File: config.mk
export PLATFORM = sky130hd
export DESIGN_NAME = mem_stage_flat
export DESIGN_NICKNAME = d
export VERILOG_FILES = /design/src/rtl/mem_stage_pkg.sv /design/src/rtl/mem_stage_if.sv /design/src/rtl/load_align.sv /design/src/rtl/mem_stage.sv /design/src/flat_wrapper.sv
export SDC_FILE = /design/constraint.sdc
export NUM_CORES = 1
export LEC_CHECK = 0
export ABC_AREA = 1
export ABC_CLOCK_PERIOD_IN_PS = 1500
export CORE_AREA = 5 5 177 179
export CTS_CLUSTER_DIAMETER = 100
export DETAILED_ROUTE_END_ITERATION = 8
export DIE_AREA = 0 0 182 184
export DONT_BUFFER_PORTS = 1
export PLACE_DENSITY_LB_ADDON = 0.15
export SYNTH_ARGS = -nofsm -noshare
export SYNTH_HDL_FRONTEND = slang
export SYNTH_HIERARCHICAL = 1
export SYNTH_SLANG_ARGS = --single-unit
File: constraint.sdc
create_clock -name clk -period 1.5 [get_ports clk]
set_input_delay 0.15 -clock clk [delete_from_list [all_inputs] [get_ports clk]]
set_output_delay 0.15 -clock clk [all_outputs]
set_load 0.01 [all_outputs]
File: src/rtl/mem_stage_pkg.sv
// Shared definitions for the MEM pipeline stage.
// Holds the access-size and FSM encodings, the control bundle with its bubble
// value, the EX/MEM and MEM/WB latch layouts and the alignment check.
//
// Bit numbering note: the architecture numbers bits big-endian, with bit 0 as
// the MSB. The RTL uses conventional [31:0] vectors. Architectural bits
// [30:31] are therefore [1:0] here. Byte offset 0 (bits [0:7]) is
// data[31:24], and its byte enable is be[3].
package mem_stage_pkg;

    typedef enum logic [1:0] {
        SZ_BYTE     = 2'b00,
        SZ_HALF     = 2'b01,
        SZ_WORD     = 2'b10,
        SZ_WORD_ALT = 2'b11   // decoded exactly like SZ_WORD
    } dsize_t;

    typedef enum logic {
        S_IDLE = 1'b0,
        S_WAIT = 1'b1
    } state_t;

    typedef struct packed {
        logic reg_write;
        logic mem_to_reg;
        logic mem_write;
        logic pc_to_reg;
        logic load_sign;
        logic fp_reg_write;
    } ctrl_t;

    localparam ctrl_t CTRL_BUBBLE = '0;

    typedef struct packed {
        logic [31:0] alu_result;
        logic [31:0] mem_val;
        logic [31:0] next_pc;
        logic [4:0]  dest_reg;
        logic [4:0]  f_dest_reg;
        logic [63:0] fbus_w;
        dsize_t      size;
        ctrl_t       ctrl;
    } ex_mem_t;

    typedef struct packed {
        logic [31:0] mem_data;
        logic [31:0] alu_result;
        logic [31:0] next_pc;
        logic [4:0]  dest_reg;
        logic [4:0]  f_dest_reg;
        logic [63:0] fbus_w;
        logic        reg_write;
        logic        mem_to_reg;
        logic        pc_to_reg;
        logic        fp_reg_write;
    } mem_wb_t;

    // Halfwords need an even address. Words need a 4-byte aligned address.
    function automatic logic is_misaligned(dsize_t size, logic [1:0] offset);
        case (size)
            SZ_BYTE: return 1'b0;
            SZ_HALF: return offset[0];
            default: return offset != 2'b00;
        endcase
    endfunction

endpackage

File: src/rtl/mem_stage_if.sv
// Data-memory request/ready bus between the MEM stage (master) and the memory (slave).
//   dmem_addr  : word-aligned address        dmem_wdata : lane-steered store data
//   dmem_be    : byte enables, be[3]=MSB lane dmem_req/we: request and write strobe
//   dmem_rdata : read data                    dmem_ready : access complete
interface mem_stage_if;
    logic [31:0] dmem_addr;
    logic [31:0] dmem_wdata;
    logic [3:0]  dmem_be;
    logic        dmem_req;
    logic        dmem_we;
    logic [31:0] dmem_rdata;
    logic        dmem_ready;

    modport master (
        output dmem_addr, dmem_wdata, dmem_be, dmem_req, dmem_we,
        input  dmem_rdata, dmem_ready
    );

    modport slave (
        input  dmem_addr, dmem_wdata, dmem_be, dmem_req, dmem_we,
        output dmem_rdata, dmem_ready
    );
endinterface

File: src/rtl/load_align.sv
// Load data alignment: selects the addressed byte or halfword lane of a
// big-endian read word. It right-justifies the lane, then sign- or zero-extends it.
//   rdata_i  : raw read word       offset_i : byte offset within the word
//   size_i   : access size         sign_i   : 1 = sign-extend
//   data_o   : aligned load result
module load_align
    import mem_stage_pkg::*;
(
    input  logic [31:0] rdata_i,
    input  logic [1:0]  offset_i,
    input  dsize_t      size_i,
    input  logic        sign_i,
    output logic [31:0] data_o
);

    logic [7:0]  byte_lane;
    logic [15:0] half_lane;

    // NOTE: every always_comb output gets a value on every path (defaults or a
    // full case with default), otherwise synthesis infers a latch.
    always_comb begin
        case (offset_i)
            2'd0:    byte_lane = rdata_i[31:24];
            2'd1:    byte_lane = rdata_i[23:16];
            2'd2:    byte_lane = rdata_i[15:8];
            default: byte_lane = rdata_i[7:0];
        endcase
        half_lane = offset_i[1] ? rdata_i[15:0] : rdata_i[31:16];

        case (size_i)
            SZ_BYTE: data_o = {{24{sign_i & byte_lane[7]}}, byte_lane};
            SZ_HALF: data_o = {{16{sign_i & half_lane[15]}}, half_lane};
            default: data_o = rdata_i;
        endcase
    end

endmodule

File: src/rtl/mem_stage.sv
// MEM pipeline stage. It latches EX results and performs data-memory loads and
// stores over a req/ready handshake. It presents a registered MEM/WB bundle to
// writeback.
//   clk, reset          : clock, asynchronous active-low reset
//   *_in (EX side)      : EX results and control, ex_stall_in inserts bubbles
//   dmem (master)       : data-memory bus
//   *_out (WB side)     : registered writeback bundle
//   stall_out           : freezes upstream while an access is outstanding
//   misalign_out        : one-cycle pulse, misaligned access dropped
//   bus_err_out         : one-cycle pulse, access aborted after TIMEOUT request cycles
module mem_stage
    import mem_stage_pkg::*;
#(
    parameter int TIMEOUT = 16
) (
    input  logic        clk,
    input  logic        reset,
    input  logic [31:0] aluResult_in,
    input  logic [31:0] memVal_in,
    input  logic [31:0] nextPC_in,
    input  logic [4:0]  destReg_in,
    input  logic [4:0]  fDestReg_in,
    input  logic [63:0] fbusW_in,
    input  logic        RegWrite_in,
    input  logic        MemToReg_in,
    input  logic        MemWrite_in,
    input  logic        PCtoReg_in,
    input  logic        loadSign_in,
    input  logic        FPRegWrite_in,
    input  logic [1:0]  DSize_in,
    input  logic        ex_stall_in,
    mem_stage_if.master dmem,
    output logic [31:0] memData_out,
    output logic [31:0] aluResult_out,
    output logic [31:0] nextPC_out,
    output logic [4:0]  destReg_out,
    output logic [4:0]  fDestReg_out,
    output logic [63:0] fbusW_out,
    output logic        RegWrite_out,
    output logic        MemToReg_out,
    output logic        PCtoReg_out,
    output logic        FPRegWrite_out,
    output logic        stall_out,
    output logic        misalign_out,
    output logic        bus_err_out
);

    localparam int CW = (TIMEOUT > 1) ? $clog2(TIMEOUT) : 1;
    localparam logic [CW-1:0] CNT_LAST = CW'(TIMEOUT - 1);

    ex_mem_t         ex_mem_q, ex_mem_d;
    mem_wb_t         mem_wb_q, mem_wb_d;
    state_t          state_q, state_d;
    logic [CW-1:0]   wait_cnt_q, wait_cnt_d;

    logic        mem_op, misaligned, access, abort, stall;
    logic [1:0]  offset;
    logic [31:0] load_data;

    assign offset     = ex_mem_q.alu_result[1:0];
    assign mem_op     = ex_mem_q.ctrl.mem_to_reg | ex_mem_q.ctrl.mem_write;
    assign misaligned = is_misaligned(ex_mem_q.size, offset);
    assign access     = mem_op & ~misaligned;

    // ---------------- FSM: state register ----------------
    // NOTE: sequential state uses non-blocking (<=) so all registers sample
    // their pre-edge values; blocking here would create order-dependent races.
    always_ff @(posedge clk or negedge reset) begin
        if (!reset) begin
            state_q    <= S_IDLE;
            wait_cnt_q <= '0;
        end else begin
            state_q    <= state_d;
            wait_cnt_q <= wait_cnt_d;
        end
    end

    // ---------------- FSM: next state ----------------
    always_comb begin
        state_d = state_q;
        case (state_q)
            S_IDLE:  if (stall)  state_d = S_WAIT;
            S_WAIT:  if (!stall) state_d = S_IDLE;
            default: state_d = S_IDLE;
        endcase
    end

    // ---------------- FSM: outputs ----------------
    // wait_cnt_q counts request cycles already spent, so it is 0 in IDLE. An
    // unanswered request aborts on its TIMEOUT-th cycle.
    always_comb begin
        abort      = access & ~dmem.dmem_ready & (wait_cnt_q == CNT_LAST);
        stall      = access & ~dmem.dmem_ready & ~abort;
        wait_cnt_d = '0;
        if (stall)
            wait_cnt_d = (state_q == S_WAIT) ? wait_cnt_q + CW'(1) : CW'(1);
    end

    // ---------------- Store steering / bus drive ----------------
    // The bus is driven only from the held EX/MEM latch, so it stays stable while waiting.
    always_comb begin
        dmem.dmem_req   = access;
        dmem.dmem_we    = access & ex_mem_q.ctrl.mem_write;
        dmem.dmem_addr  = '0;
        dmem.dmem_wdata = '0;
        dmem.dmem_be    = '0;
        if (access) begin
            dmem.dmem_addr = {ex_mem_q.alu_result[31:2], 2'b00};
            case (ex_mem_q.size)
                SZ_BYTE: begin
                    dmem.dmem_wdata = {4{ex_mem_q.mem_val[7:0]}};
                    dmem.dmem_be    = 4'b1000 >> offset;
                end
                SZ_HALF: begin
                    dmem.dmem_wdata = {2{ex_mem_q.mem_val[15:0]}};
                    dmem.dmem_be    = offset[1] ? 4'b0011 : 4'b1100;
                end
                default: begin
                    dmem.dmem_wdata = ex_mem_q.mem_val;
                    dmem.dmem_be    = 4'b1111;
                end
            endcase
        end
    end

    load_align u_load_align (
        .rdata_i  (dmem.dmem_rdata),
        .offset_i (offset),
        .size_i   (ex_mem_q.size),
        .sign_i   (ex_mem_q.ctrl.load_sign),
        .data_o   (load_data)
    );

    // ---------------- EX/MEM latch ----------------
    always_comb begin
        ex_mem_d = ex_mem_q;
        if (!stall) begin
            ex_mem_d.alu_result        = aluResult_in;
            ex_mem_d.mem_val           = memVal_in;
            ex_mem_d.next_pc           = nextPC_in;
            ex_mem_d.dest_reg          = destReg_in;
            ex_mem_d.f_dest_reg        = fDestReg_in;
            ex_mem_d.fbus_w            = fbusW_in;
            ex_mem_d.size              = dsize_t'(DSize_in);
            ex_mem_d.ctrl.reg_write    = RegWrite_in;
            ex_mem_d.ctrl.mem_to_reg   = MemToReg_in;
            ex_mem_d.ctrl.mem_write    = MemWrite_in;
            ex_mem_d.ctrl.pc_to_reg    = PCtoReg_in;
            ex_mem_d.ctrl.load_sign    = loadSign_in;
            ex_mem_d.ctrl.fp_reg_write = FPRegWrite_in;
            if (ex_stall_in)
                ex_mem_d.ctrl = CTRL_BUBBLE;
        end
    end

    // ---------------- MEM/WB latch ----------------
    // A faulted op (misaligned or aborted) still reaches WB but must not write
    // registers. While stalled, WB sees a bubble so a held op is written once.
    always_comb begin
        mem_wb_d.mem_data     = load_data;
        mem_wb_d.alu_result   = ex_mem_q.alu_result;
        mem_wb_d.next_pc      = ex_mem_q.next_pc;
        mem_wb_d.dest_reg     = ex_mem_q.dest_reg;
        mem_wb_d.f_dest_reg   = ex_mem_q.f_dest_reg;
        mem_wb_d.fbus_w       = ex_mem_q.fbus_w;
        mem_wb_d.reg_write    = ex_mem_q.ctrl.reg_write    & ~misalign_out & ~abort;
        mem_wb_d.fp_reg_write = ex_mem_q.ctrl.fp_reg_write & ~misalign_out & ~abort;
        mem_wb_d.mem_to_reg   = ex_mem_q.ctrl.mem_to_reg;
        mem_wb_d.pc_to_reg    = ex_mem_q.ctrl.pc_to_reg;
        if (stall) begin
            mem_wb_d.reg_write    = 1'b0;
            mem_wb_d.fp_reg_write = 1'b0;
            mem_wb_d.mem_to_reg   = 1'b0;
            mem_wb_d.pc_to_reg    = 1'b0;
        end
    end

    always_ff @(posedge clk or negedge reset) begin
        if (!reset) begin
            ex_mem_q <= '0;
            mem_wb_q <= '0;
        end else begin
            ex_mem_q <= ex_mem_d;
            mem_wb_q <= mem_wb_d;
        end
    end

    assign stall_out      = stall;
    assign misalign_out   = mem_op & misaligned;
    assign bus_err_out    = abort;

    assign memData_out    = mem_wb_q.mem_data;
    assign aluResult_out  = mem_wb_q.alu_result;
    assign nextPC_out     = mem_wb_q.next_pc;
    assign destReg_out    = mem_wb_q.dest_reg;
    assign fDestReg_out   = mem_wb_q.f_dest_reg;
    assign fbusW_out      = mem_wb_q.fbus_w;
    assign RegWrite_out   = mem_wb_q.reg_write;
    assign MemToReg_out   = mem_wb_q.mem_to_reg;
    assign PCtoReg_out    = mem_wb_q.pc_to_reg;
    assign FPRegWrite_out = mem_wb_q.fp_reg_write;

endmodule

File: src/flat_wrapper.sv
// flat-port wrapper written by rule: the top's interface ports become plain ports
module mem_stage_flat import mem_stage_pkg::*;
#(
    parameter int TIMEOUT = 16
)
  (clk, reset, aluResult_in, memVal_in, nextPC_in, destReg_in, fDestReg_in, fbusW_in, RegWrite_in, MemToReg_in, MemWrite_in, PCtoReg_in, loadSign_in, FPRegWrite_in, DSize_in, ex_stall_in, memData_out, aluResult_out, nextPC_out, destReg_out, fDestReg_out, fbusW_out, RegWrite_out, MemToReg_out, PCtoReg_out, FPRegWrite_out, stall_out, misalign_out, bus_err_out, dmem_dmem_addr, dmem_dmem_wdata, dmem_dmem_be, dmem_dmem_req, dmem_dmem_we, dmem_dmem_rdata, dmem_dmem_ready);
  mem_stage_if dmem_i ();
  input  logic clk;
  input  logic reset;
  input  logic [31:0] aluResult_in;
  input  logic [31:0] memVal_in;
  input  logic [31:0] nextPC_in;
  input  logic [4:0] destReg_in;
  input  logic [4:0] fDestReg_in;
  input  logic [63:0] fbusW_in;
  input  logic RegWrite_in;
  input  logic MemToReg_in;
  input  logic MemWrite_in;
  input  logic PCtoReg_in;
  input  logic loadSign_in;
  input  logic FPRegWrite_in;
  input  logic [1:0] DSize_in;
  input  logic ex_stall_in;
  output logic [31:0] memData_out;
  output logic [31:0] aluResult_out;
  output logic [31:0] nextPC_out;
  output logic [4:0] destReg_out;
  output logic [4:0] fDestReg_out;
  output logic [63:0] fbusW_out;
  output logic RegWrite_out;
  output logic MemToReg_out;
  output logic PCtoReg_out;
  output logic FPRegWrite_out;
  output logic stall_out;
  output logic misalign_out;
  output logic bus_err_out;
  output wire logic [$bits(dmem_i.dmem_addr)-1:0] dmem_dmem_addr;
  output wire logic [$bits(dmem_i.dmem_wdata)-1:0] dmem_dmem_wdata;
  output wire logic [$bits(dmem_i.dmem_be)-1:0] dmem_dmem_be;
  output wire logic [$bits(dmem_i.dmem_req)-1:0] dmem_dmem_req;
  output wire logic [$bits(dmem_i.dmem_we)-1:0] dmem_dmem_we;
  input wire logic [$bits(dmem_i.dmem_rdata)-1:0] dmem_dmem_rdata;
  input wire logic [$bits(dmem_i.dmem_ready)-1:0] dmem_dmem_ready;
  assign dmem_dmem_addr = dmem_i.dmem_addr;
  assign dmem_dmem_wdata = dmem_i.dmem_wdata;
  assign dmem_dmem_be = dmem_i.dmem_be;
  assign dmem_dmem_req = dmem_i.dmem_req;
  assign dmem_dmem_we = dmem_i.dmem_we;
  assign dmem_i.dmem_rdata = dmem_dmem_rdata;
  assign dmem_i.dmem_ready = dmem_dmem_ready;
  mem_stage #(.TIMEOUT(TIMEOUT)) u_core (.clk(clk), .reset(reset), .aluResult_in(aluResult_in), .memVal_in(memVal_in), .nextPC_in(nextPC_in), .destReg_in(destReg_in), .fDestReg_in(fDestReg_in), .fbusW_in(fbusW_in), .RegWrite_in(RegWrite_in), .MemToReg_in(MemToReg_in), .MemWrite_in(MemWrite_in), .PCtoReg_in(PCtoReg_in), .loadSign_in(loadSign_in), .FPRegWrite_in(FPRegWrite_in), .DSize_in(DSize_in), .ex_stall_in(ex_stall_in), .dmem(dmem_i), .memData_out(memData_out), .aluResult_out(aluResult_out), .nextPC_out(nextPC_out), .destReg_out(destReg_out), .fDestReg_out(fDestReg_out), .fbusW_out(fbusW_out), .RegWrite_out(RegWrite_out), .MemToReg_out(MemToReg_out), .PCtoReg_out(PCtoReg_out), .FPRegWrite_out(FPRegWrite_out), .stall_out(stall_out), .misalign_out(misalign_out), .bus_err_out(bus_err_out));
endmodule
### Word-level counts from Yosys, hierarchy flattened

Cells that the tools add are included.

* output and inout port bits: 247
* logic and storage cells: 66
* flip-flop bits (word level): 357

* shift-type cells: 1
* multiplexer cells: 15
* reduce and logical (&&, ||, !) cells: 3
* $add $sub $neg: 1
* bitwise logic cells: 17
* equality and inequality tests: 4

Operators by type and width (count)
* case mux 32 bit (2 select lines): 2
* 2-to-1 mux 32 bit: 2
* case mux 8 bit (3 select lines): 1
* 2-to-1 mux 4 bit: 5
* 2-to-1 mux 16 bit: 1
* AND 1 bit: 12
* case mux 4 bit (2 select lines): 1
* 2-to-1 mux 6 bit: 1
* adder 4 x 1 -> 4 bit (second input constant): 1
* == test 2 x 1 -> 1 bit (second input constant): 2
* == test 4 bit (second input constant): 1
* logical NOT 2 bit: 2
* inverter 1 bit: 4
* >> shifter 4 x 2 -> 4 bit (first input constant): 1
* == test 2 bit (second input constant): 1
* case mux 1 bit (2 select lines): 1
* nonzero test 2 bit: 1
* 2-to-1 mux 1 bit: 1
* OR 1 bit: 1

### Logic depth before layout (Yosys ltp)

* depth after elaboration: 9
* depth in mapped cells: 9

### By module

The synthesis kept the hierarchy.

By module, submodules not included
* mem_stage: cells each 1188, area each 12687.2 um^2, times used 1
* load_align: cells each 152, area each 782.0 um^2, times used 1

### Worst setup path before layout

Ideal clock, no wire load.

* path type: register -> register
* from: register u_core.wait_cnt_q[0]
* to: register u_core/ex_mem_q[158] in the netlist's numbering
* data required time: 1.434 ns
* slack: -0.123 ns
* stages on the path, launching flop included: 7
* data arrival time: 1.557 ns
* cells stage by stage: dfrtp_1 ha_1 nand3_1 clkbuf_1 clkbuf_1 nand4_1 nand2_1

* cells in the longest elaborated chain, start to end: 4

RTL lines
* from (decl): RTL line mem_stage.sv:54 `logic [CW-1:0] wait_cnt_q, wait_cnt_d;`
* from (signal assigned): RTL line mem_stage.sv:74 `wait_cnt_q <= wait_cnt_d;`
* == test 4 bit: RTL line mem_stage.sv:92 `abort = access & ~dmem.dmem_ready & (wait_cnt_q == CNT_LAST);`
* AND 1 bit: RTL line mem_stage.sv:92
* inverter 1 bit: RTL line mem_stage.sv:93 `stall = access & ~dmem.dmem_ready & ~abort;`
* AND 1 bit: RTL line mem_stage.sv:93
* to (signal assigned): RTL line mem_stage.sv:183 `ex_mem_q <= ex_mem_d;`
* to (decl): RTL line mem_stage.sv:51 `ex_mem_t ex_mem_q, ex_mem_d;`

Every way passes these cells.
A chain may end at the register's enable or synchronous reset.

### Worst setup path after layout

* from: register u_core/ex_mem_q[7] in the netlist's numbering
* to: output dmem_dmem_wdata[14]

* cells in the longest elaborated chain, start to end: 5
* elaborated cells between the ends (all ways): 7
* those cells by class: eq/ne (1); mux (3); bitwise (2); reduce/logical (1)

RTL lines
* == test 2 x 1 -> 1 bit or logical NOT 2 bit (tied branches): RTL line mem_stage_pkg.sv:60, mem_stage.sv:109
* case mux 1 bit (2 select lines): RTL line mem_stage_pkg.sv:60 `case (size)`
* inverter 1 bit: RTL line mem_stage.sv:63 `assign access = mem_op & ~misaligned;`
* AND 1 bit: RTL line mem_stage.sv:63
* 2-to-1 mux 32 bit (*): RTL line mem_stage.sv:107 `if (access) begin`
* to (decl): RTL line flat_wrapper.sv:38 `output wire logic [$bits(dmem_i.dmem_wdata)-1:0] dmem_dmem_wdata;`

Every way passes the cells marked *; elsewhere a longest branch is shown, timed or not.

==> results.ini <==
[status]
status=finished with violations
violations=negative hold slack, negative setup slack

[floorplanning]
dieArea_mm2=0.03349
core-area_mm2=0.02940
pin_count=461
start_util_pct=45.81
die-height_um=184
rows=63
die_w_um=182

[global_route]
grt_start_max_net_pins=358
grt_pass1_vias=11760
overflow=0
grt_pass1_wl_mm=69.91
grt_use_total_pct=26.41
grt_antenna_before_repair=3

[synthesis]
yosysTopAreaCell=dfrtp_1
netlist_area_mm2=0.01347
yosysUniqueCellTypes=31
yosys.area_share.adder_pct=0.09289
synth_compound_gate_area_share_pct=1.561
synth.ff_latch_count=357
synthFlopType=dfrtp_1
yosys.area_share.xor_xnor_pct=0.06503
syn_area_per_cell_um2=10.05
ys_top_cells_by_count=442 x nand2_1, 357 x dfrtp_1, 186 x nand4_1
synth-edff-count=0
async_reset_ff_share_pct=100.0
synth_most_common_cell=nand2_1
yosys.area_share.simple_pct=26.52
syn-instance-count=1340
synthTopCellsByArea=dfrtp_1 66%, nand2_1 12%, nand4_1 8.6%
yosysSeqAreaShare_pct=66.33
synth_top_family_by_area=simple AND/OR/NAND/NOR gates
synth.area.mux_share_pct=0
yosys_warnings=6
synth_top_area_share_pct=66.33

[clock_network]
clk_pin_slew_ns=0.06
cts_sinks=357
cts_root_buf=clkbuf_16
cts_tree=built
cts_buffers=38
clk_path_buf_depth=3
cts_hold_buffers=212
cts_max_level=2
clk_latency_ns=0.52

[finish]
final_nets=1868
final_cell_count_no_fill=2072
fill_cells=2172
seq_area_mm2=0.008935
final_util_pct=66.54
area_growth_pct=45.25
multiInputGateArea_mm2=0.004419
drive_gt1_share_pct=21.08

[setup_path]
crit_cells=7
path_class=flop to primary output
crit_path_end_kind=primary output
cp-start-kind=flop
worstPathRequired_ns=1.35
ff2ff_setup_slack_ns=-0.40
path_cells=nand2_2 -> nand2_4 -> a21oi_4 -> buf_12 -> o21ai_2 -> nor2_1 -> buf_4
cp.arrival_ns=1.81
ff2ff_path_depth=9
critPathSlowestCell=dfrtp_2
timing.rr.end=u_core/ex_mem_q[49]
crit_buf_inv=2
crit_family=flip-flops
critPathMaxFanout=7
crit_path_max_incr_delay_ns=0.46
r2r-start=u_core/ex_mem_q[7]

[route]
vias=11341
first_iter_violations=873
wirelength_mm=46.09
wl_per_cell_um=22.25
drcViolationCount=0
via_per_inst=5.473
ant_nets=0
firstDrtPassIters=5

[placed_design]
placedCellCount=1745
hpwl_mm=28.03
io_buffers=0
gp_congestion=0.8123

[timing]
period_share_pct=130.8
relSlewSlack_pct=45.43
whs_ns=-0.6670
drv_slew=0
tightest_slew_ns=0.8185
final-setup-viol-count=254
skew_ns=0.01881
finalHoldViolCount=357
setup_ws_ns=-0.4623
clock.fmax_mhz=509.6
period_needed_ns=1.962
rsz0062_at_grt=yes

[power_and_ir_drop]
ir_drop_mv=1.109
p_leak_nw=9.482
power_density_mw_per_mm2=1323
totalPowerFinal_w=0.02588

[job]
drv_cap=0

[hold_path]
hold_class=primary input to async pin

-- worst max path at each step --
stage                        from                   end  slack [ns]
2_1_floorplan  u_core/ex_mem_q[7]       dmem_dmem_be[2]       0.008
6_report       u_core/ex_mem_q[7]   dmem_dmem_wdata[14]       -0.46
3_5_place_dp   u_core/ex_mem_q[7]  u_core/ex_mem_q[107]       -0.11
4_1_cts        u_core/ex_mem_q[7]   dmem_dmem_wdata[28]       -0.47
5_1_grt        u_core/ex_mem_q[7]   dmem_dmem_wdata[10]       -0.55
3_3_place_gp   u_core/ex_mem_q[7]  u_core/ex_mem_q[107]       -0.11
-- state kept, by name, summed over array words and instances (netlist names) --
| name | cells |
|---|---|
| u_core/wait_cnt_q | 4 |
| u_core/fbusW_out | 64 |
| u_core/RegWrite_out | 1 |
| u_core/destReg_out | 5 |
| u_core/FPRegWrite_out | 1 |
| u_core/nextPC_out | 32 |
| u_core/memData_out | 32 |
| u_core/fDestReg_out | 5 |
| u_core/PCtoReg_out | 1 |
| u_core/aluResult_out | 32 |
| u_core/MemToReg_out | 1 |
| u_core/ex_mem_q | 178 |
| u_core/state_q | 1 |
-- through the flow --
step	cell area [um2]	setup TNS (ns)	worst slack, ns	hold slack, ns
5_1_grt	19560	-93.83	-0.5511	-0.6939
3_3_place_gp	14610	-4.903	-0.1079	-0.1344
2_1_floorplan	13520	0	0.007999	-0.1456
4_1_cts	19220	-60.13	-0.4701	-0.6841
3_5_place_dp	14610	-7.168	-0.1056	-0.1312
6_report	19560	-73.60	-0.4623	-0.6670
-- layout make-up --
| cell class | count | area share [%] |
|---|---|---|
| clock buffers | 56 | 5.877 |
| inverters | 59 | 1.234 |
| well taps | 390 | 2.494 |
| multi-input cells | 827 | 22.59 |
| clock inverters | 10 | 0.7035 |
| diodes | 3 | 0.03837 |
| repair buffers | 370 | 21.39 |
| flip-flops and latches | 357 | 45.67 |
-- cell usage in the layout (no fill, tap or decap), types with 21 or more instances in the layout --
cell,n
nor2_1,44
nand2_1,412
buf_4,86
buf_12,29
nand4_1,186
nor2_4,41
nand3_1,39
clkbuf_16,42
buf_6,21
inv_1,51
nand2_2,25
dlygate4sd3_1,212
dfrtp_1,356
-- per-layer routing --
metal,wire length (um),vias to the layer above,track usage (%)
li1,-,5042,-
met1,17160,5646,32.32
met2,23300,563,45.29
met3,4136,90,7.816
met4,1499,0,8.556
met5,0,-,0
-- power breakdown --
part / total (W) / switching, W / internal, W
clock network: 0.00957 / 0.00375 / 0.00582
logic: 0.00454 / 0.00235 / 0.00220
registers: 0.0118 / 0.00100 / 0.0108
total: 0.0259 / 0.00710 / 0.0188
-- kinds of logic (layout without fill, tap and decap cells) --
| group | after synthesis | after routing |
|---|---|---|
| xor+xnor | 1 | 1 |
| other cells | 1 | 5 |
| simple gates | 788 | 789 |
| fa+ha+maj | 1 | 1 |
| compound gates | 34 | 34 |
| buf+inv | 158 | 495 |
| flops | 357 | 357 |
-- repair_timing --
action,4_1_cts,5_1_grt
hold endpoints to repair,570,357
buffers inserted,14,13
gates cloned,15,4
setup endpoints to repair,242,284
resized for setup,177,34
pin swaps,16,15
Note: power is estimated with default switching activity, not from simulation.
